`config.mk`:
```
export PLATFORM = sky130hd
export DESIGN_NAME = mem_lsu_flat
export DESIGN_NICKNAME = d
export VERILOG_FILES = /design/src/rtl/mem_lsu_if.sv /design/src/rtl/mem_lsu.sv /design/src/flat_wrapper.sv
export SDC_FILE = /design/constraint.sdc
export NUM_CORES = 1
export LEC_CHECK = 0
export CORE_MARGIN = 10
export CORE_UTILIZATION = 50
export CTS_BUF_LIST = sky130_fd_sc_hd__clkbuf_16
export DETAILED_ROUTE_END_ITERATION = 7
export HOLD_SLACK_MARGIN = 0.05
export PLACE_DENSITY = 0.92
export SYNTH_ARGS = -nofsm -noshare
export SYNTH_HDL_FRONTEND = slang
export SYNTH_SLANG_ARGS = --single-unit
```
`constraint.sdc`:
```
create_clock -name clk -period 6.6 [get_ports clk]
set_clock_uncertainty 0.05 [all_clocks]
set_input_delay 0.99 -clock clk [delete_from_list [all_inputs] [get_ports clk]]
set_output_delay 0.99 -clock clk [all_outputs]
set_load 0.03 [all_outputs]
```
`src/rtl/mem_lsu_if.sv`:
```
// Bus bundle between the pipeline MEM stage, the load/store unit and the data memory.
// The slave modport is the LSU; the master modport is the pipeline plus memory side.
interface mem_lsu_if;
  logic        req_valid;
  logic        req_ready;
  logic        req_we;
  logic [1:0]  req_size;
  logic        req_unsigned;
  logic [31:0] req_addr;
  logic [31:0] req_wdata;
  logic        resp_valid;
  logic [31:0] resp_rdata;
  logic        resp_err;
  logic        dmem_wr_en;
  logic [31:0] dmem_addr;
  logic [31:0] dmem_wr_data;
  logic [31:0] dmem_rd_data;

  modport slave (
    input  req_valid, req_we, req_size, req_unsigned, req_addr, req_wdata, dmem_rd_data,
    output req_ready, resp_valid, resp_rdata, resp_err, dmem_wr_en, dmem_addr, dmem_wr_data
  );

  modport master (
    output req_valid, req_we, req_size, req_unsigned, req_addr, req_wdata, dmem_rd_data,
    input  req_ready, resp_valid, resp_rdata, resp_err, dmem_wr_en, dmem_addr, dmem_wr_data
  );
endinterface

```
`src/rtl/mem_lsu.sv`:
```
// Load/store unit: byte/half/word loads with extension, and stores with read-modify-write
// for sub-word writes against a word-wide, asynchronously read data memory.
module mem_lsu #(
  parameter int DMEM_WORDS = 64
) (
  input  logic     clk,
  input  logic     reset,
  mem_lsu_if.slave bus
);

  typedef enum logic [1:0] {
    IDLE   = 2'b00,
    LOAD   = 2'b01,
    RMW_RD = 2'b10,
    WR     = 2'b11
  } state_t;

  localparam logic [1:0]  SZ_BYTE    = 2'b00;
  localparam logic [1:0]  SZ_HALF    = 2'b01;
  localparam logic [1:0]  SZ_WORD    = 2'b10;
  localparam logic [31:0] ADDR_LIMIT = 32'(4 * DMEM_WORDS);

  state_t      state_r;
  state_t      state_next;
  logic [31:0] addr_r;
  logic [1:0]  size_r;
  logic        unsigned_r;
  logic [15:0] wdata_r;
  logic [31:0] wr_word_r;
  logic        resp_valid_r;
  logic        resp_err_r;
  logic [31:0] resp_rdata_r;
  logic        accept;
  logic        req_err;

  function automatic logic check_error(input logic [1:0] size, input logic [31:0] addr);
    logic err;
    err = 1'b0;
    case (size)
      SZ_BYTE: err = 1'b0;
      SZ_HALF: err = addr[0];
      SZ_WORD: err = (addr[1:0] != 2'b00);
      default: err = 1'b1;
    endcase
    if (addr >= ADDR_LIMIT) begin
      err = 1'b1;
    end else begin
      err = err;
    end
    return err;
  endfunction

  function automatic logic [31:0] load_extract(input logic [31:0] word, input logic [1:0] lane,
                                               input logic [1:0] size, input logic uns);
    logic [7:0]  b;
    logic [15:0] h;
    logic [31:0] r;
    case (lane)
      2'b00:   b = word[7:0];
      2'b01:   b = word[15:8];
      2'b10:   b = word[23:16];
      default: b = word[31:24];
    endcase
    h = lane[1] ? word[31:16] : word[15:0];
    case (size)
      SZ_BYTE: r = uns ? {24'h000000, b} : {{24{b[7]}}, b};
      SZ_HALF: r = uns ? {16'h0000, h} : {{16{h[15]}}, h};
      default: r = word;
    endcase
    return r;
  endfunction

  function automatic logic [31:0] store_merge(input logic [31:0] word, input logic [1:0] lane,
                                              input logic [1:0] size, input logic [15:0] wdata);
    logic [31:0] r;
    r = word;
    case (size)
      SZ_BYTE: begin
        case (lane)
          2'b00:   r[7:0]   = wdata[7:0];
          2'b01:   r[15:8]  = wdata[7:0];
          2'b10:   r[23:16] = wdata[7:0];
          default: r[31:24] = wdata[7:0];
        endcase
      end
      SZ_HALF: begin
        if (lane[1]) r[31:16] = wdata;
        else         r[15:0]  = wdata;
      end
      default: r = word;
    endcase
    return r;
  endfunction

  assign accept  = bus.req_valid && (state_r == IDLE);
  assign req_err = check_error(bus.req_size, bus.req_addr);

  // Next-state decode; rejected requests never leave IDLE.
  always_comb begin
    state_next = state_r;
    case (state_r)
      IDLE: begin
        if (accept && !req_err) begin
          if (!bus.req_we)                  state_next = LOAD;
          else if (bus.req_size == SZ_WORD) state_next = WR;
          else                              state_next = RMW_RD;
        end else begin
          state_next = IDLE;
        end
      end
      LOAD:    state_next = IDLE;
      RMW_RD:  state_next = WR;
      WR:      state_next = IDLE;
      default: state_next = IDLE;
    endcase
  end

  // State register, request latches and the registered response.
  always_ff @(posedge clk or posedge reset) begin
    if (reset) begin
      state_r      <= IDLE;
      addr_r       <= 32'h0000_0000;
      size_r       <= 2'b00;
      unsigned_r   <= 1'b0;
      wdata_r      <= 16'h0000;
      wr_word_r    <= 32'h0000_0000;
      resp_valid_r <= 1'b0;
      resp_err_r   <= 1'b0;
      resp_rdata_r <= 32'h0000_0000;
    end else begin
      state_r      <= state_next;
      resp_valid_r <= 1'b0;
      resp_err_r   <= 1'b0;
      resp_rdata_r <= 32'h0000_0000;
      case (state_r)
        IDLE: begin
          if (accept) begin
            addr_r     <= bus.req_addr;
            size_r     <= bus.req_size;
            unsigned_r <= bus.req_unsigned;
            wdata_r    <= bus.req_wdata[15:0];
            wr_word_r  <= bus.req_wdata;
            if (req_err) begin
              resp_valid_r <= 1'b1;
              resp_err_r   <= 1'b1;
            end
          end
        end
        LOAD: begin
          resp_valid_r <= 1'b1;
          resp_rdata_r <= load_extract(bus.dmem_rd_data, addr_r[1:0], size_r, unsigned_r);
        end
        RMW_RD: wr_word_r <= store_merge(bus.dmem_rd_data, addr_r[1:0], size_r, wdata_r);
        WR:     resp_valid_r <= 1'b1;
        default: resp_valid_r <= 1'b0;
      endcase
    end
  end

  // Memory-side drive: address only while busy, write data and strobe only in WR.
  always_comb begin
    bus.dmem_wr_en   = 1'b0;
    bus.dmem_addr    = 32'h0000_0000;
    bus.dmem_wr_data = 32'h0000_0000;
    case (state_r)
      IDLE: begin
        bus.dmem_addr = 32'h0000_0000;
      end
      LOAD, RMW_RD: begin
        bus.dmem_addr = {addr_r[31:2], 2'b00};
      end
      WR: begin
        bus.dmem_wr_en   = 1'b1;
        bus.dmem_addr    = {addr_r[31:2], 2'b00};
        bus.dmem_wr_data = wr_word_r;
      end
      default: begin
        bus.dmem_wr_en = 1'b0;
      end
    endcase
  end

  assign bus.req_ready  = (state_r == IDLE);
  assign bus.resp_valid = resp_valid_r;
  assign bus.resp_err   = resp_err_r;
  assign bus.resp_rdata = resp_rdata_r;

endmodule
```
`src/flat_wrapper.sv`:
```
// flat-port wrapper written by rule: the top's interface ports become plain ports
module mem_lsu_flat 
#(
  parameter int DMEM_WORDS = 64
)
  (clk, reset, bus_req_valid, bus_req_we, bus_req_size, bus_req_unsigned, bus_req_addr, bus_req_wdata, bus_dmem_rd_data, bus_req_ready, bus_resp_valid, bus_resp_rdata, bus_resp_err, bus_dmem_wr_en, bus_dmem_addr, bus_dmem_wr_data);
  mem_lsu_if bus_i ();
  input  logic clk;
  input  logic reset;
  input wire logic [$bits(bus_i.req_valid)-1:0] bus_req_valid;
  input wire logic [$bits(bus_i.req_we)-1:0] bus_req_we;
  input wire logic [$bits(bus_i.req_size)-1:0] bus_req_size;
  input wire logic [$bits(bus_i.req_unsigned)-1:0] bus_req_unsigned;
  input wire logic [$bits(bus_i.req_addr)-1:0] bus_req_addr;
  input wire logic [$bits(bus_i.req_wdata)-1:0] bus_req_wdata;
  input wire logic [$bits(bus_i.dmem_rd_data)-1:0] bus_dmem_rd_data;
  output wire logic [$bits(bus_i.req_ready)-1:0] bus_req_ready;
  output wire logic [$bits(bus_i.resp_valid)-1:0] bus_resp_valid;
  output wire logic [$bits(bus_i.resp_rdata)-1:0] bus_resp_rdata;
  output wire logic [$bits(bus_i.resp_err)-1:0] bus_resp_err;
  output wire logic [$bits(bus_i.dmem_wr_en)-1:0] bus_dmem_wr_en;
  output wire logic [$bits(bus_i.dmem_addr)-1:0] bus_dmem_addr;
  output wire logic [$bits(bus_i.dmem_wr_data)-1:0] bus_dmem_wr_data;
  assign bus_i.req_valid = bus_req_valid;
  assign bus_i.req_we = bus_req_we;
  assign bus_i.req_size = bus_req_size;
  assign bus_i.req_unsigned = bus_req_unsigned;
  assign bus_i.req_addr = bus_req_addr;
  assign bus_i.req_wdata = bus_req_wdata;
  assign bus_i.dmem_rd_data = bus_dmem_rd_data;
  assign bus_req_ready = bus_i.req_ready;
  assign bus_resp_valid = bus_i.resp_valid;
  assign bus_resp_rdata = bus_i.resp_rdata;
  assign bus_resp_err = bus_i.resp_err;
  assign bus_dmem_wr_en = bus_i.dmem_wr_en;
  assign bus_dmem_addr = bus_i.dmem_addr;
  assign bus_dmem_wr_data = bus_i.dmem_wr_data;
  mem_lsu #(.DMEM_WORDS(DMEM_WORDS)) u_core (.clk(clk), .reset(reset), .bus(bus_i));
endmodule
```
; Word-level counts from Yosys, hierarchy flattened
; Cells that the tools add are included.
[totals]
register_bits = 119
out_inout_bits = 100
wordCells = 61
[classes]
magnitude_cmp = 1
eq_ne = 9
n_reduce_logical = 14
muxes = 28
[ops]
columns = op, n
row1 = one-hot mux 32 bit (2 select lines), 4
row2 = two-way mux 32 bit, 5
row3 = two-way mux 16 bit, 3
row4 = greater-or-equal comparator 32 x 9 -> 1 bit (second input constant), 1
row5 = two-way mux 8 bit, 4
row6 = one-hot mux 8 bit (3 select lines), 1
row7 = equality test 2 x 1 -> 1 bit (second input constant), 4
row8 = equality test 2 bit (second input constant), 4
row9 = logical NOT 2 bit, 4
row10 = two-way mux 1 bit, 6
row11 = one-hot mux 2 bit (3 select lines), 1
row12 = OR reduction 3 bit, 2
row13 = two-way mux 2 bit, 2
row14 = AND reduction 2 bit, 2
row15 = nonzero test 2 bit, 2
row16 = one-hot mux 1 bit (3 select lines), 1
row17 = logical AND 1 bit, 2
row18 = != test 2 x 1 -> 1 bit (second input constant), 1
row19 = one-hot mux 1 bit (2 select lines), 1
row20 = OR reduction 2 bit, 1
row21 = logical NOT 1 bit, 1

; Longest topological paths before layout
[depth]
word_depth = 7
mapped_depth = 7

; Worst setup path before layout
; OpenSTA, ideal clock, no wires.
[synth_path]
kind = flip-flop to output port
from = register u_core.state_r[0]
to = output bus_dmem_addr[22]
t_required_ns = 5.560
path_stages_with_launch = 5
path_slack_ns = 4.055
path_buffers = 2
t_arrival_ns = 1.505
path_cell_list = dfrtp_1 -> buf_2 -> nor2_1 -> clkbuf_1 -> nor2b_1
[synth_between]
elab_cells_between_ends = 6
[synth_lines]
columns = element, line_no
row1 = "start, declared", mem_lsu.sv:23  ; state_t state_r;
row2 = "start signal, assigned", mem_lsu.sv:131  ; state_r <= state_next;
row3 = logical NOT 2 bit, --
row4 = net bus_req_ready, flat_wrapper.sv:17  ; output wire logic [$bits(bus_i.req_ready)-1:0] bus_req_ready;
row5 = one-hot mux 32 bit (2 select lines), mem_lsu.sv:165  ; case (state_r)
row6 = "end, declared", flat_wrapper.sv:22  ; output wire logic [$bits(bus_i.dmem_addr)-1:0] bus_dmem_addr;
; The timed path passes the listed nets, and every way through them passes these cells. The select of a mux whose other input is x is not followed.

; Final worst setup path
[layout_path]
from = register u_core.state_r[0]
to = output bus_dmem_addr[9]
[layout_between]
elab_chain_cells = 3
elab_cells_between_ends = 6
[layout_lines]
columns = element, line_no
row1 = equality test 2 x 1 -> 1 bit / equality test 2 bit (equally long branches), mem_lsu.sv:165
row2 = OR reduction 3 bit (no line), --
row3 = one-hot mux 32 bit (2 select lines) *, mem_lsu.sv:165
; Every way passes the cells marked *; elsewhere a longest branch is shown, timed or not. The select of a mux whose other input is x is not followed.

==> results.json <==
{
  "seqPwrFrac_pct": 39.9,
  "grt_max_degree": 70,
  "p_switching_mw": 0.510,
  "hpwl_um": 15300,
  "r2r_start": "u_core.state_r[0]$_DFF_PP0_",
  "relSlewSlack_pct": 20.7,
  "die_y_um": 129,
  "die_w_um": 129,
  "clock_latency_ns": 0.42,
  "cts-htree-levels": 4,
  "place.gp.congestion": 0.860,
  "post-route-min-period_ns": 3.94,
  "synth-async-reset-ratio_pct": 100,
  "reg2reg_slack_ns": 3.51,
  "cts_sinks": 119,
  "setup_tns_ns": 0,
  "maxSlewViolCount": 0,
  "syn_avg_cell_area_um2": 9.26,
  "clk_root_buffer_cell": "clkbuf_16",
  "ff2ff_path_depth": 3,
  "numCtsBuffers": 17,
  "ys_ff_latch": 119,
  "drc": 0,
  "pwr-share-comb_pct": 12.7,
  "hp-start": "u_core.addr_r[26]$_DFFE_PP0P_",
  "first_pass_iters": 5,
  "drive_gt1_share_pct": 6.96,
  "hold_class": "flip-flop to flip-flop",
  "max_freq_mhz": 254,
  "yosysWarnings": 0,
  "postPlaceCellArea_um2": 7980,
  "fin_area_um2": 8610,
  "finalCritPeriodShare_pct": 59.6,
  "synth_area_um2": 5980,
  "wirelength_um": 21700,
  "required_ns": 5.56,
  "ys.flop_type": "dfrtp_1",
  "drtIter0Drc": 788,
  "num_vias": 5835,
  "layout_common_cells": "200 x clkdlybuf4s50_1, 178 x nand2_1, 119 x dfrtp_1",
  "worstPathMaxFanout": 39,
  "crit_path_end_kind": "output pin",
  "cp-start-kind": "flip-flop",
  "swShare_pct": 24.6,
  "grt_pass1_wl_um": 33000,
  "first_global_vias": 5791,
  "hold_violations": 0,
  "arrival_ns": 2.90,
  "power_frac_clock_pct": 47.4,
  "powerDensity_nw_per_um2": 241,
  "path_clk_slew_ns": 0.05,
  "status": "finished clean",
  "core_area_um2": 11600,
  "worst-setup-path-type": "flip-flop to output pin",
  "min_path_cells": 2,
  "p_leak_nw": 4.02,
  "grt-busiest-layer": "met2",
  "finalSetupViolCount": 0,
  "post-place-ws_ns": 2.78,
  "io_buffer_count": 200,
  "routedWlPerCell_um": 22.2,
  "tritoncts": "done",
  "ys_seq_area_share_pct": 49.8,
  "hold_buffers": 0,
  "num_rows": 39,
  "holdPathEnd": "u_core.addr_r[26]$_DFFE_PP0P_",
  "syn_to_final_growth_pct": 44.0,
  "synthCells": 646,
  "post_cts_buffers": 0,
  "track_usage_pct": 25.2,
  "antenna_found_initial": 0,
  "worst_pin_slew_ns": 1.18,
  "antenna_left": 0,
  "internal-power_mw": 1.56,
  "timing.rr.end": "u_core.bus.resp_rdata[22]$_DFF_PP0_",
  "max_cap_viol_count": 0,
  "overflow": 0,
  "final_nets": 924,
  "final_common_cell": "clkdlybuf4s50_1",
  "use_met2_pct": 40.3,
  "die_area_um2": 16700,
  "synth_edf_count": 0,
  "ios": 203,
  "setup_ws_ns": 2.66,
  "holdWs_ns": 0.419,
  "start_util_pct": 51.7,
  "grt.met3_usage_pct": 6.20,
  "ir_drop_mv": 0.136,
  "rsz0062_at_grt": "no",
  "n_antenna_cell": 0,
  "ctsResizeCount": 0,
  "gr-usage-met1_pct": 32.1,
  "utilization_pct": 74.5,
  "ys_types": 46,
  "clock_path_buffers": 2,
  "via_per_inst": 5.98
}
## cells by family (layout without fill, tap and decap cells)
family,Yosys count,after routing,share of synthesized area [%]
other,1,2,0.0627
and+or+nand+nor,305,305,23.6
AOI/OAI and AO/OA,139,139,17.2
buffers and inverters,55,241,4.18
muxes,27,27,5.13
DFF,119,119,49.8
## power by group through the flow
stage | clock network [mW] | logic, mW | registers [mW]
floorplan | 0 | 0.159 | 0.809
CTS | 0.983 | 0.260 | 0.823
global route | 1.02 | 0.286 | 0.830
finish | 0.982 | 0.264 | 0.826
detailed placement | 0 | 0.256 | 0.834
global placement | 0 | 0.249 | 0.832
## worst max-delay path: stages, from the launching register on
cell             delay, ns
dfrtp_1               1.04
nor2_2                0.30
buf_8                 0.27
nor2b_1               0.16
clkdlybuf4s50_1       0.70
## through the flow
stage,cells,total power [mW]
after CTS,975,2.07
final,976,2.07
after floorplan,647,0.968
after global placement,944,1.08
after global routing,976,2.13
after detailed placement,944,1.09
## sequential cells by signal, summed over array words and instances (netlist names), 2 cells and up
name,flops
u_core.addr_r,32
u_core.bus.resp_rdata,32
u_core.wr_word_r,32
u_core.wdata_r,16
u_core.size_r,2
u_core.state_r,2
## final cells by class
cell class / count / area [um2]
sequential: 119 / 2980
inverter: 4 / 17.5
clock buffer: 17 / 425
fill: 806 / 2950
timing repair buffer: 206 / 2050
multi-input combinational: 473 / 2770
clock inverter: 14 / 191
tap: 143 / 179
## cells in the mapped netlist, drive strengths merged, types with 2 or more instances
cell | number | area share (%)
mux2i | 10 | 1.7
a21o | 16 | 2.0
o22ai | 9 | 0.94
o22a | 8 | 1.2
o21ai | 28 | 2.3
buf | 21 | 2.1
nor4 | 7 | 0.73
nand3 | 2 | 0.17
a22oi | 23 | 2.9
nand2b | 4 | 0.42
mux2 | 16 | 3.1
and3 | 32 | 3.3
a31o | 2 | 0.29
nor2 | 31 | 1.9
nor3 | 2 | 0.17
inv | 4 | 0.25
nand2 | 179 | 11
clkbuf | 30 | 1.9
a211oi | 6 | 0.75
a2111oi | 2 | 0.61
nor2b | 39 | 4.1
o221ai | 8 | 1.2
and2 | 3 | 0.31
a222oi | 7 | 1.2
o211ai | 4 | 0.50
a22o | 8 | 1.2
a31oi | 6 | 0.63
dfrtp | 119 | 50
nor3b | 3 | 0.54
o31ai | 8 | 1.0
## worst max path at each step
stage / cells past startpoint / slack, ns / end / from
floorplan: 1 / 2.40 / u_core.addr_r[0]$_DFFE_PP0P_ / reset
global placement: 2 / 2.86 / bus_req_ready / u_core.state_r[0]$_DFF_PP0_
detailed placement: 2 / 2.78 / bus_req_ready / u_core.state_r[0]$_DFF_PP0_
CTS: 2 / 2.29 / bus_req_ready / u_core.state_r[0]$_DFF_PP0_
global route: 4 / 2.52 / bus_dmem_addr[9] / u_core.state_r[0]$_DFF_PP0_
finish: 4 / 2.66 / bus_dmem_addr[9] / u_core.state_r[0]$_DFF_PP0_
## layer usage
metal	wire length [um]	share of wire, %
met1	8800	41
met2	10400	48
met5	0	0
met4	542	2.5
met3	1960	9.1
No activity file was read; power rests on OpenSTA's default activity.
